[src/rtl/spi_receiver_if.sv]
// Word output channel of the SPI receiver: one assembled word at a time,
// its index within the current frame, and a valid/ready handshake.
interface spi_receiver_if #(
   parameter int DATA_WIDTH  = 8,
   parameter int INDEX_WIDTH = 11
);
   logic [DATA_WIDTH-1:0]  data_out;
   logic                   data_valid;
   logic                   data_ready;
   logic [INDEX_WIDTH-1:0] word_index;

   // Receiver side: produces words, consumes ready
   modport master (
      output data_out,
      output data_valid,
      output word_index,
      input  data_ready
   );

   // Consumer side (frame buffer writer)
   modport slave (
      input  data_out,
      input  data_valid,
      input  word_index,
      output data_ready
   );
endinterface

[src/rtl/spi_receiver.sv]
// SPI slave receiver, mode 0, LSB first. The external SCLK/MOSI/CS_n pins are
// oversampled on the system clock through 2-FF synchronizers; SCLK and CS_n get
// a third stage for edge detection. Completed words are offered on a
// valid/ready channel; frame start/end, overrun and truncated-word events are
// reported as single-cycle pulses. DATA_WIDTH must be at least 2.
module spi_receiver #(
   parameter int DATA_WIDTH  = 8,
   parameter int INDEX_WIDTH = 11
) (
   input  logic               i_clock,
   input  logic               i_reset,
   input  logic               i_spi_clock,
   input  logic               i_spi_mosi,
   input  logic               i_spi_cs_n,
   spi_receiver_if.master     o_word_if,
   output logic               o_frame_start,
   output logic               o_frame_end,
   output logic               o_overrun,
   output logic               o_frame_error
);

   localparam int BIT_CNT_WIDTH = (DATA_WIDTH > 1) ? $clog2(DATA_WIDTH) : 1;
   localparam logic [BIT_CNT_WIDTH-1:0] LAST_BIT  = BIT_CNT_WIDTH'(DATA_WIDTH - 1);
   localparam logic [BIT_CNT_WIDTH-1:0] BIT_ZERO  = {BIT_CNT_WIDTH{1'b0}};
   localparam logic [BIT_CNT_WIDTH-1:0] BIT_ONE   = {{(BIT_CNT_WIDTH-1){1'b0}}, 1'b1};
   localparam logic [INDEX_WIDTH-1:0]   INDEX_MAX = {INDEX_WIDTH{1'b1}};
   localparam logic [INDEX_WIDTH-1:0]   INDEX_ONE = {{(INDEX_WIDTH-1){1'b0}}, 1'b1};

   // Synchronizer stages (s3 only where an edge is needed)
   logic r_sclk_s1, r_sclk_s2, r_sclk_s3;
   logic r_mosi_s1, r_mosi_s2;
   logic r_cs_s1,   r_cs_s2,   r_cs_s3;

   // Word assembly and frame bookkeeping
   logic [BIT_CNT_WIDTH-1:0] r_bit_count;
   logic [DATA_WIDTH-1:0]    r_shift;
   logic [INDEX_WIDTH-1:0]   r_word_count;

   // Registered outputs
   logic [DATA_WIDTH-1:0]    r_data_out;
   logic                     r_data_valid;
   logic [INDEX_WIDTH-1:0]   r_word_index;
   logic                     r_frame_start;
   logic                     r_frame_end;
   logic                     r_overrun;
   logic                     r_frame_error;

   logic                     w_sclk_rise;
   logic                     w_cs_fall;
   logic                     w_cs_rise;
   logic                     w_cs_event;
   logic                     w_sample;
   logic                     w_word_done;
   logic                     w_slot_free;
   logic [DATA_WIDTH-1:0]    w_assembled;
   logic [INDEX_WIDTH-1:0]   w_count_next;

   assign w_sclk_rise  = r_sclk_s2 & ~r_sclk_s3;
   assign w_cs_fall    = ~r_cs_s2 & r_cs_s3;
   assign w_cs_rise    = r_cs_s2 & ~r_cs_s3;
   assign w_cs_event   = w_cs_fall | w_cs_rise;
   // A CS transition in the same cycle as an SCLK rise suppresses that sample.
   assign w_sample     = w_sclk_rise & ~r_cs_s2 & ~w_cs_event;
   assign w_word_done  = w_sample & (r_bit_count == LAST_BIT);
   // New bit enters at the MSB; after DATA_WIDTH shifts the first bit sits at [0].
   assign w_assembled  = {r_mosi_s2, r_shift[DATA_WIDTH-1:1]};
   // Slot is free if empty, or if the held word is being accepted this cycle.
   assign w_slot_free  = ~r_data_valid | o_word_if.data_ready;
   assign w_count_next = (r_word_count == INDEX_MAX) ? r_word_count
                                                     : r_word_count + INDEX_ONE;

   // Bring the asynchronous SPI pins into the clock domain
   always_ff @(posedge i_clock) begin
      if (i_reset) begin
         r_sclk_s1 <= 1'b0;
         r_sclk_s2 <= 1'b0;
         r_sclk_s3 <= 1'b0;
         r_mosi_s1 <= 1'b0;
         r_mosi_s2 <= 1'b0;
         r_cs_s1   <= 1'b1;
         r_cs_s2   <= 1'b1;
         r_cs_s3   <= 1'b1;
      end else begin
         r_sclk_s1 <= i_spi_clock;
         r_sclk_s2 <= r_sclk_s1;
         r_sclk_s3 <= r_sclk_s2;
         r_mosi_s1 <= i_spi_mosi;
         r_mosi_s2 <= r_mosi_s1;
         r_cs_s1   <= i_spi_cs_n;
         r_cs_s2   <= r_cs_s1;
         r_cs_s3   <= r_cs_s2;
      end
   end

   // Bit shifting, frame word counting and frame boundary pulses
   always_ff @(posedge i_clock) begin
      if (i_reset) begin
         r_bit_count   <= BIT_ZERO;
         r_shift       <= {DATA_WIDTH{1'b0}};
         r_word_count  <= {INDEX_WIDTH{1'b0}};
         r_frame_start <= 1'b0;
         r_frame_end   <= 1'b0;
         r_frame_error <= 1'b0;
      end else begin
         r_frame_start <= 1'b0;
         r_frame_end   <= 1'b0;
         r_frame_error <= 1'b0;
         if (w_cs_fall) begin
            r_frame_start <= 1'b1;
            r_word_count  <= {INDEX_WIDTH{1'b0}};
            r_bit_count   <= BIT_ZERO;
            r_shift       <= {DATA_WIDTH{1'b0}};
         end else if (w_cs_rise) begin
            // Releasing CS with bits in flight truncates the word
            r_frame_end   <= 1'b1;
            r_frame_error <= (r_bit_count != BIT_ZERO);
            r_bit_count   <= BIT_ZERO;
            r_shift       <= {DATA_WIDTH{1'b0}};
         end else if (w_sample) begin
            r_shift <= w_assembled;
            if (w_word_done) begin
               r_bit_count  <= BIT_ZERO;
               r_word_count <= w_count_next;
            end else begin
               r_bit_count <= r_bit_count + BIT_ONE;
            end
         end else begin
            r_bit_count <= r_bit_count;
         end
      end
   end

   // Output slot: load completed words, run the handshake, flag overruns
   always_ff @(posedge i_clock) begin
      if (i_reset) begin
         r_data_out   <= {DATA_WIDTH{1'b0}};
         r_data_valid <= 1'b0;
         r_word_index <= {INDEX_WIDTH{1'b0}};
         r_overrun    <= 1'b0;
      end else begin
         r_overrun <= 1'b0;
         if (w_word_done) begin
            if (w_slot_free) begin
               r_data_out   <= w_assembled;
               r_data_valid <= 1'b1;
               r_word_index <= r_word_count;
            end else begin
               // Held word is not yet consumed: the new one is dropped
               r_overrun <= 1'b1;
            end
         end else if (r_data_valid && o_word_if.data_ready) begin
            r_data_valid <= 1'b0;
         end else begin
            r_data_valid <= r_data_valid;
         end
      end
   end

   assign o_word_if.data_out   = r_data_out;
   assign o_word_if.data_valid = r_data_valid;
   assign o_word_if.word_index = r_word_index;
   assign o_frame_start        = r_frame_start;
   assign o_frame_end          = r_frame_end;
   assign o_overrun            = r_overrun;
   assign o_frame_error        = r_frame_error;

endmodule
[src/flat_wrapper.sv]
// flat-port wrapper written by rule: the top's interface ports become plain ports
module spi_receiver_flat 
#(
   parameter int DATA_WIDTH  = 8,
   parameter int INDEX_WIDTH = 11
)
  (i_clock, i_reset, i_spi_clock, i_spi_mosi, i_spi_cs_n, o_frame_start, o_frame_end, o_overrun, o_frame_error, o_word_if_data_out, o_word_if_data_valid, o_word_if_word_index, o_word_if_data_ready);
  spi_receiver_if #(.DATA_WIDTH(DATA_WIDTH), .INDEX_WIDTH(INDEX_WIDTH)) o_word_if_i ();
  input  logic i_clock;
  input  logic i_reset;
  input  logic i_spi_clock;
  input  logic i_spi_mosi;
  input  logic i_spi_cs_n;
  output logic o_frame_start;
  output logic o_frame_end;
  output logic o_overrun;
  output logic o_frame_error;
  output wire logic [$bits(o_word_if_i.data_out)-1:0] o_word_if_data_out;
  output wire logic [$bits(o_word_if_i.data_valid)-1:0] o_word_if_data_valid;
  output wire logic [$bits(o_word_if_i.word_index)-1:0] o_word_if_word_index;
  input wire logic [$bits(o_word_if_i.data_ready)-1:0] o_word_if_data_ready;
  assign o_word_if_data_out = o_word_if_i.data_out;
  assign o_word_if_data_valid = o_word_if_i.data_valid;
  assign o_word_if_word_index = o_word_if_i.word_index;
  assign o_word_if_i.data_ready = o_word_if_data_ready;
  spi_receiver #(.DATA_WIDTH(DATA_WIDTH), .INDEX_WIDTH(INDEX_WIDTH)) u_core (.i_clock(i_clock), .i_reset(i_reset), .i_spi_clock(i_spi_clock), .i_spi_mosi(i_spi_mosi), .i_spi_cs_n(i_spi_cs_n), .o_word_if(o_word_if_i), .o_frame_start(o_frame_start), .o_frame_end(o_frame_end), .o_overrun(o_overrun), .o_frame_error(o_frame_error));
endmodule
[config.mk]
export PLATFORM = sky130hd
export DESIGN_NAME = spi_receiver_flat
export DESIGN_NICKNAME = d
export VERILOG_FILES = /design/src/rtl/spi_receiver_if.sv /design/src/rtl/spi_receiver.sv /design/src/flat_wrapper.sv
export SDC_FILE = /design/constraint.sdc
export NUM_CORES = 1
export LEC_CHECK = 0
export CAP_MARGIN = 20
export CORE_ASPECT_RATIO = 1.25
export CORE_MARGIN = 4
export CORE_UTILIZATION = 55
export DETAILED_ROUTE_END_ITERATION = 12
export HOLD_SLACK_MARGIN = 0.03
export PLACE_DENSITY = 0.89
export REMOVE_ABC_BUFFERS = 1
export SLEW_MARGIN = 20
export SYNTH_ARGS = -nofsm -noshare
export SYNTH_HDL_FRONTEND = slang
export SYNTH_SLANG_ARGS = --single-unit
[constraint.sdc]
create_clock -name i_clock -period 4.65 [get_ports i_clock]
set_input_delay 0.93 -clock i_clock [delete_from_list [all_inputs] [get_ports i_clock]]
set_output_delay 0.93 -clock i_clock [all_outputs]
set_load 0.05 [all_outputs]
# --- After elaboration in Yosys (flattened, before gate mapping) ---
# Index checks and enable logic that the tools add are counted.
# W data, S select, Z words.
word_totals:
  ff_bits: 54
  in_bits: 6
  output_inout_bits: 24
  elab_cells: 56
op_classes:
  addsub: 2
  n_eq_ne: 3
  n_mux: 7
  bitwise: 16
  reduce_logical: 10
op_table:
  columns: ["cell", "count"]
  rows:
  - ["$add A11 B1 Y11 const B", 1]
  - ["$eq A11 B11 Y1 const B", 1]
  - ["$not A1 Y1", 8]
  - ["$and A1 B1 Y1", 6]
  - ["$mux W1", 6]
  - ["$reduce_or A3 Y1", 2]
  - ["$reduce_and A2 Y1", 2]
  - ["$reduce_and A4 Y1", 1]
  - ["$reduce_or A2 Y1", 2]
  - ["$add A3 B1 Y3 const B", 1]
  - ["$eq A3 B3 Y1 const B", 1]
  - ["$mux W3", 1]
  - ["$reduce_bool A3 Y1", 1]
  - ["$ne A2 B2 Y1 const B", 1]
  - ["$or A1 B1 Y1", 2]
  - ["$reduce_bool A2 Y1", 1]
  - ["$logic_and A1 B1 Y1", 1]

# --- Longest topological paths before layout ---
# Gate-level depths: netlist of run 1.
logic_depth:
  ltp_word: 8
  mapped_depth: 8
  mapped_depth_nobuf: 6

# --- Worst setup path before layout of run 1 ---
# No wires, ideal clock.
synth_path:
  path_type: "input to register"
  start: "input o_word_if_data_ready"
  end: "register u_core.r_data_out[0] (netlist: u_core.o_word_if.data_out[0])"
  setup_time_ns: 0.128
  arrival_time_ns: 1.812
  required_time_ns: 4.522
  setup_slack_ns: 2.710
  stages: 6
  path_buffers: 2
  path_cell_list: "nand2b_1 nand3_1 buf_4 buf_4 mux2i_1 nor2_1"
synth_between:
  elab_chain_cells: 2
synth_rtl:
  columns: ["item", "line_no", "rtl"]
  rows:
  - ["start: declaration", "flat_wrapper.sv:21", "input wire logic [$bits(o_word_if_i.data_ready)-1:0] o_word_if_data_ready;"]
  - ["$or A1 B1 Y1", "spi_receiver.sv:68", "assign w_slot_free = ~r_data_valid | o_word_if.data_ready;"]
  - ["$reduce_and A2 Y1 (no line)", null, null]
  - ["end signal: assignment", "spi_receiver.sv:136", "r_data_out <= {DATA_WIDTH{1'b0}};"]
  - ["end signal: assignment", "spi_receiver.sv:144", "r_data_out <= w_assembled;"]
  - ["end: declaration", "spi_receiver.sv:40", "logic [DATA_WIDTH-1:0] r_data_out;"]
# No other way between the ends.
# A chain may end at the register's enable or synchronous reset.

# --- Worst setup path after layout of run 1 ---
layout_path:
  start: "register u_core.r_data_out[3] (netlist: u_core.o_word_if.data_out[3])"
  end: "output o_word_if_data_out[3]"
layout_rtl:
  columns: ["item", "line_no", "rtl"]
  rows:
  - ["end: declaration", "flat_wrapper.sv:18", "output wire logic [$bits(o_word_if_i.data_out)-1:0] o_word_if_data_out;"]
# No word-level cell between the ends.

==> metrics.txt, run 1 <==
result of the run=finished, final reports clean; placed instance area=2370 µm²; port buffer count=29; RSZ-0062 raised after global routing=false; Leakage=1.04 nW; Power Internal=0.000641 W; via count of the first global-routing pass=1476; starting density of the core=58.4%; final hold violations=0; Worst Path Buf+Inv=1; Clock Power Share=39.7%; peak per-stage delay on the critical path=0.82 ns; Compound-Gate Fraction of Synth Area=8.77%; First-pass DRT Iterations=4; required time at the worst-slack endpoint=3.72 ns; top cells by count, synth=sky130_fd_sc_hd__dfxtp_1 (53), sky130_fd_sc_hd__nor2_1 (23), sky130_fd_sc_hd__nand2_1 (22); CTS Buf Count=5; fraction of registers with async set/reset=0%; leading area contributor after synthesis=sky130_fd_sc_hd__dfxtp_1; combinational fraction of design power=2.7%; number of register bits inferred by synthesis=53; later-pin clock latency in the skew report=0.31 ns; width of the die=62.9 µm; detailed-route wire length per cell=12.8 µm; Clk pin slew, worst setup/hold paths=0.09 ns; xor and xnor fraction of the mapped netlist area=0%; Yosys warning total=0; Synth Area in Adders=3.63%; count of cells resized by post-cts repair=0; top-area cell type share of the netlist area=51.3%; critical-path cell list=clkdlybuf4s50_1; endpoint class of the critical path=primary output; grt total ovfl=0; antenna violations before repair=0; htree depth=2; count of hold-fix buffers inserted at cts=0; Overall Power=0.000796 W; DRT antenna net count=0; peak clock frequency supported by timing=415 MHz; number of vias after detailed routing=1543; # clock sinks=53; predominant post-synthesis flop cell=sky130_fd_sc_hd__dfxtp_1; Net Sw Frac=19.4%; shortest clock period the worst path allows after layout=2.41 ns; post-synthesis cell type count=35; Max-slew headroom=51.1%; Post-Route Skew=0.00579 ns; root cell of the clock tree=sky130_fd_sc_hd__clkbuf_8; Worst Setup Start Kind=flip-flop; total global routing track utilization=16.7%; areal power density over the cells=320 nW/µm²; worst-margin pin slew=0.732 ns; number of ports placed on the die boundary=30; vias per cell=5.47; standard-cell row count=24; power spent charging and discharging nets=0.000154 W; netlist area before placement=2070 µm²; first-pass GRT wire length=6.42 mm; number of post-CTS setup repair buffers=0; CTS tree=yes; Max-cap violations=0; GPL Wtd Cong=0.741; deepest clock path buffer count=2; number of instances in the synthesized netlist=216; final HPWL from detailed placement=2.47 mm; Fill cells=264; final wirelength=3.62 mm; worst slack at placement=1.98 ns; post-synthesis mux area share=9.68%; count of final setup violators=0; Post-Syn Area per Cell=9.58 µm²; area of combinational cells with multiple inputs=936 µm²; number of diodes added for antenna fixing=0; floorplan die area=4810 µm²; Worst Path Max Fanout=2; final count of pins violating max slew=0; fraction of the core area covered by cells at the end of the flow=70.2%; drc violations=0; maximum number of pins on one net before global-route repair=24; critical path start-end classification=flip-flop to primary output; dominant combinational cell family by area after synthesis=simple AND/OR/NAND/NOR gates; design area=2490 µm²; gate family responsible for the most delay along the worst path=buffers and inverters; Post-layout nets=254; sequential share of the synthesized area=51.3%; Die H=76.6 µm; most repeated cell in the gate-level netlist after synthesis=sky130_fd_sc_hd__dfxtp_1; number of synthesized flops with an enable pin=0; share of layout cells above drive strength 1=7.41%; footprint of the flip-flops and latches=1060 µm²; Worst EP arrival=1.48 ns; share of synthesized cell area in and, or, nand and nor gates=22.9%; leading cell types by total area after synthesis=sky130_fd_sc_hd__dfxtp_1 (51%), sky130_fd_sc_hd__mux2i_1 (9.7%), sky130_fd_sc_hd__a21oi_1 (4.6%); Critical Path Slowest Stage Cell=sky130_fd_sc_hd__clkdlybuf4s50_1; sequential share of power=57.6%; worst path setup slack after routing=2.24 ns; layout overhead on the synthesized area=20.2%; Peak supply drop=0.259 mV; Core Box Area=3540 µm²; drt initial violations=34; final setup TNS=0 ns; period utilization=51.8%; HP Class=flip-flop to flip-flop
layer usage:
layer | global-route usage [%] | share of wire, % | vias up
met2 | 28.1 | 47 | 41
li1 | - | - | 789
met3 | 5.01 | 5.0 | 7
met1 | 19.4 | 45 | 706
met4 | 7.51 | 2.1 | 0
met5 | 0 | 0 | -
final timing paths:
path	from	end	slack, ns	cells after the start
setup / recovery	u_core.o_word_if.data_out[3]	o_word_if_data_out[3]	2.24	1
hold / removal	u_core.r_cs_s1	u_core.r_cs_s2	0.42	1
setup reg to reg	u_core.r_cs_s3	u_core.o_word_if.data_out[7]	2.50	6
hold reg to reg	u_core.r_cs_s1	u_core.r_cs_s2	0.42	1
placed cells by master (no fill, tap or decap), types with 2 or more instances in the layout:
cell                              Yosys  final
sky130_fd_sc_hd__dfxtp_1             53     53
sky130_fd_sc_hd__clkdlybuf4s50_1      0     29
sky130_fd_sc_hd__nor2_1              23     23
sky130_fd_sc_hd__nand2_1             22     22
sky130_fd_sc_hd__mux2i_1             20     20
sky130_fd_sc_hd__a21oi_1             19     19
sky130_fd_sc_hd__inv_1                7      7
sky130_fd_sc_hd__nor2b_1              6      6
sky130_fd_sc_hd__or3_1                6      6
sky130_fd_sc_hd__ha_1                 6      6
sky130_fd_sc_hd__clkbuf_8             0      6
sky130_fd_sc_hd__nand3_1              6      5
sky130_fd_sc_hd__or2_2                4      4
sky130_fd_sc_hd__o31ai_1              4      4
sky130_fd_sc_hd__or4_1                4      4
sky130_fd_sc_hd__and2_1               3      3
sky130_fd_sc_hd__nand4_1              3      3
sky130_fd_sc_hd__o21ai_0              3      3
sky130_fd_sc_hd__nand3b_1             2      2
power by group through the flow:
stage                     sequential (W)  clock, W  combinational, W
after CTS                       0.000458  0.000325         0.0000218
after floorplan                 0.000470         0        0.00000890
after global routing            0.000459  0.000345         0.0000242
after global placement          0.000469         0         0.0000211
after detailed placement        0.000469         0         0.0000216
final                           0.000458  0.000316         0.0000218
stage by stage:
| stage | instances | hold slack [ns] |
|---|---|---|
| CTS | 282 | 0.421 |
| global route | 282 | 0.436 |
| global placement | 274 | 0.392 |
| floorplan | 205 | 0.389 |
| detailed placement | 274 | 0.400 |
| finish | 282 | 0.418 |
flip-flops by register name, summed over array words and instances, names as in the netlist:
name and flops:
u_core.o_word_if.word_index 11, u_core.r_word_count 11, u_core.o_word_if.data_out 8, u_core.r_shift 7
u_core.r_bit_count 3, u_core.o_frame_end 1, u_core.o_frame_error 1, u_core.o_frame_start 1
u_core.o_overrun 1, u_core.o_word_if.data_valid 1, u_core.r_cs_s1 1, u_core.r_cs_s2 1
u_core.r_cs_s3 1, u_core.r_mosi_s1 1, u_core.r_mosi_s2 1, u_core.r_sclk_s1 1
u_core.r_sclk_s2 1, u_core.r_sclk_s3 1
final cells by class:
class | instances | share of cell area (%)
multi-input combinational | 145 | 37.6
tap | 39 | 1.96
timing repair buffer | 30 | 12.0
inverter | 7 | 1.06
sequential | 53 | 42.7
clock buffer | 7 | 3.47
clock inverter | 1 | 1.21
kinds of logic after synthesis:
family	after synthesis
compound gates	31
flops	53
buf+inv	18
mux	20
fa+ha+maj	6
simple gates	88
No activity file was read; power rests on OpenSTA's default activity.
==> run 2: changes to the inputs <==
--- a/config.mk
+++ b/config.mk
@@ -8,10 +8,10 @@
 export CAP_MARGIN = 20
 export CORE_ASPECT_RATIO = 1.25
 export CORE_MARGIN = 4
-export CORE_UTILIZATION = 55
+export CORE_UTILIZATION = 53
 export DETAILED_ROUTE_END_ITERATION = 12
 export HOLD_SLACK_MARGIN = 0.03
-export PLACE_DENSITY = 0.89
+export PLACE_DENSITY = 0.86
 export REMOVE_ABC_BUFFERS = 1
 export SLEW_MARGIN = 20
 export SYNTH_ARGS = -nofsm -noshare
==> constraint.sdc (replaced) <==
create_clock -name i_clock -period 2.3 [get_ports i_clock]
set_input_delay 0.46 -clock i_clock [delete_from_list [all_inputs] [get_ports i_clock]]
set_output_delay 0.46 -clock i_clock [all_outputs]
set_load 0.05 [all_outputs]
==> run 2 against run 1 <==
Compared with the run above:
- largest cell class unchanged
- sequential power up 100%
- register-to-register slack worse by 2.2 ns
- die area up 3.3%
- highest routed layer unchanged
==> metrics.txt, run 2 (synthesis results as in run 1) <==
count of hold-fix buffers inserted at cts=0; Worst Path Buf+Inv=2; count of final setup violators=0; Fill cells=296; fraction of the core area covered by cells at the end of the flow=66.0%; number of vias after detailed routing=1580; root cell of the clock tree=sky130_fd_sc_hd__clkbuf_8; grt total ovfl=0; end of the critical path=u_core.o_word_if.data_out[6]; HP Class=flip-flop to flip-flop; width of the die=63.9 µm; most common cell after layout, fill and taps aside=sky130_fd_sc_hd__dfxtp_1; final HPWL from detailed placement=2.58 mm; CTS Buf Count=5; period utilization=86.5%; Worst R2R End=u_core.o_word_if.data_out[6]; required time at the worst-slack endpoint=2.49 ns; peak clock frequency supported by timing=502 MHz; count of cells resized by post-cts repair=0; Post-layout nets=258; final setup TNS=0 ns; r2r worst-path depth=7; Critical Path Slowest Stage Cell=sky130_fd_sc_hd__and4bb_4; startpoint of the worst hold path=u_core.r_cs_s1; areal power density over the cells=585 nW/µm²; beginning of the critical path=u_core.r_cs_s3; standard-cell row count=25; number of post-CTS setup repair buffers=0; peak per-stage delay on the critical path=0.39 ns; layout overhead on the synthesized area=20.8%; detailed-route wire length per cell=12.2 µm; most frequent cells in the layout=sky130_fd_sc_hd__dfxtp_1 (53), sky130_fd_sc_hd__clkdlybuf4s50_1 (29), sky130_fd_sc_hd__nor2_1 (23), sky130_fd_sc_hd__nand2_1 (22), sky130_fd_sc_hd__mux2i_1 (20); CTS tree=yes; First-pass DRT Iterations=4; critical path start-end classification=flip-flop to flip-flop; Peak supply drop=0.474 mV; Post-Route Skew=0.00703 ns; critical-path cell list=inv_1 -> ha_1 -> and4bb_4 -> nand3_1 -> buf_4 -> mux2i_1 -> nor2_1; result of the run=finished, final reports clean; starting density of the core=54.6%; endpoint class of the critical path=flip-flop; Leakage=1.04 nW; Worst Setup Start Kind=flip-flop; drt initial violations=45; DRT antenna net count=0; htree depth=2; startpoint of the worst register-to-register path=u_core.r_cs_s3; antenna violations before repair=0; share of layout cells above drive strength 1=8.10%; worst-margin pin slew=0.501 ns; Die H=77.8 µm; deepest clock path buffer count=2; floorplan die area=4970 µm²; vias per cell=5.25; Overall Power=0.00146 W; final hold violations=0; number of ports placed on the die boundary=30; Max-cap violations=0; RSZ-0062 raised after global routing=false; total global routing track utilization=16.0%; Core Box Area=3780 µm²; number of diodes added for antenna fixing=0; # clock sinks=53; GPL Wtd Cong=0.789; drc violations=0; final count of pins violating max slew=0; via count of the first global-routing pass=1461; shortest clock period the worst path allows after layout=1.99 ns; Clk pin slew, worst setup/hold paths=0.09 ns; Worst EP arrival=2.18 ns; first-pass GRT wire length=6.42 mm; Max-slew headroom=66.5%; port buffer count=29; gate family responsible for the most delay along the worst path=simple AND/OR/NAND/NOR gates; later-pin clock latency in the skew report=0.30 ns; number of cells on the critical path=7; Worst Path Max Fanout=14; final wirelength=3.67 mm; register-to-register setup slack=0.31 ns; maximum number of pins on one net before global-route repair=30
## run 2: cell count changes in the layout (fill, tap and decap cells not counted), sizes merged
cell,previous run,this run
bufinv,1,0
buf,1,5
clkinvlp,0,1
## run 2: final cells by class
cell class,count,area (µm²),area share [%]
Sequential cell,53,1060,42.5
Multi-Input combinational cell,145,931,37.3
Timing Repair Buffer,34,328,13.1
Clock buffer,7,76.3,3.06
Tap cell,54,67.6,2.71
Inverter,7,26.3,1.05
Clock inverter,1,7.51,0.301
## run 2: routing by layer
metal	track usage [%]	up-vias	wire, µm
met5	0	-	0
met1	18.8	736	1640
met3	3.47	6	153
met4	7.13	0	74
met2	27.6	38	1800
li1	-	800	-
## run 2: how the worst min path moves through the flow
stage                      to  cells past startpoint
6_report       u_core.r_cs_s2                      1
5_1_grt        u_core.r_cs_s2                      1
4_1_cts        u_core.r_cs_s2                      1
3_5_place_dp   u_core.r_cs_s2                      1
3_3_place_gp   u_core.r_cs_s2                      1
2_1_floorplan  u_core.r_cs_s2                      1
## run 2: power by group
part / leakage, nW / switching, W / internal [W] / total (W)
clock: 0.0385 / 0.000277 / 0.000216 / 0.000492
sequential: 0.428 / 0.00000283 / 0.000923 / 0.000926
combinational: 0.575 / 0.0000254 / 0.0000184 / 0.0000438
## run 2: metrics by stage
stage	worst slack, ns	instance area, µm²	hold slack, ns	cells
2_1_floorplan	0.138	2020	0.389	205
3_3_place_gp	0.405	2410	0.393	293
3_5_place_dp	0.364	2410	0.403	293
4_1_cts	0.298	2500	0.432	301
5_1_grt	0.181	2500	0.460	301
6_report	0.309	2500	0.423	301
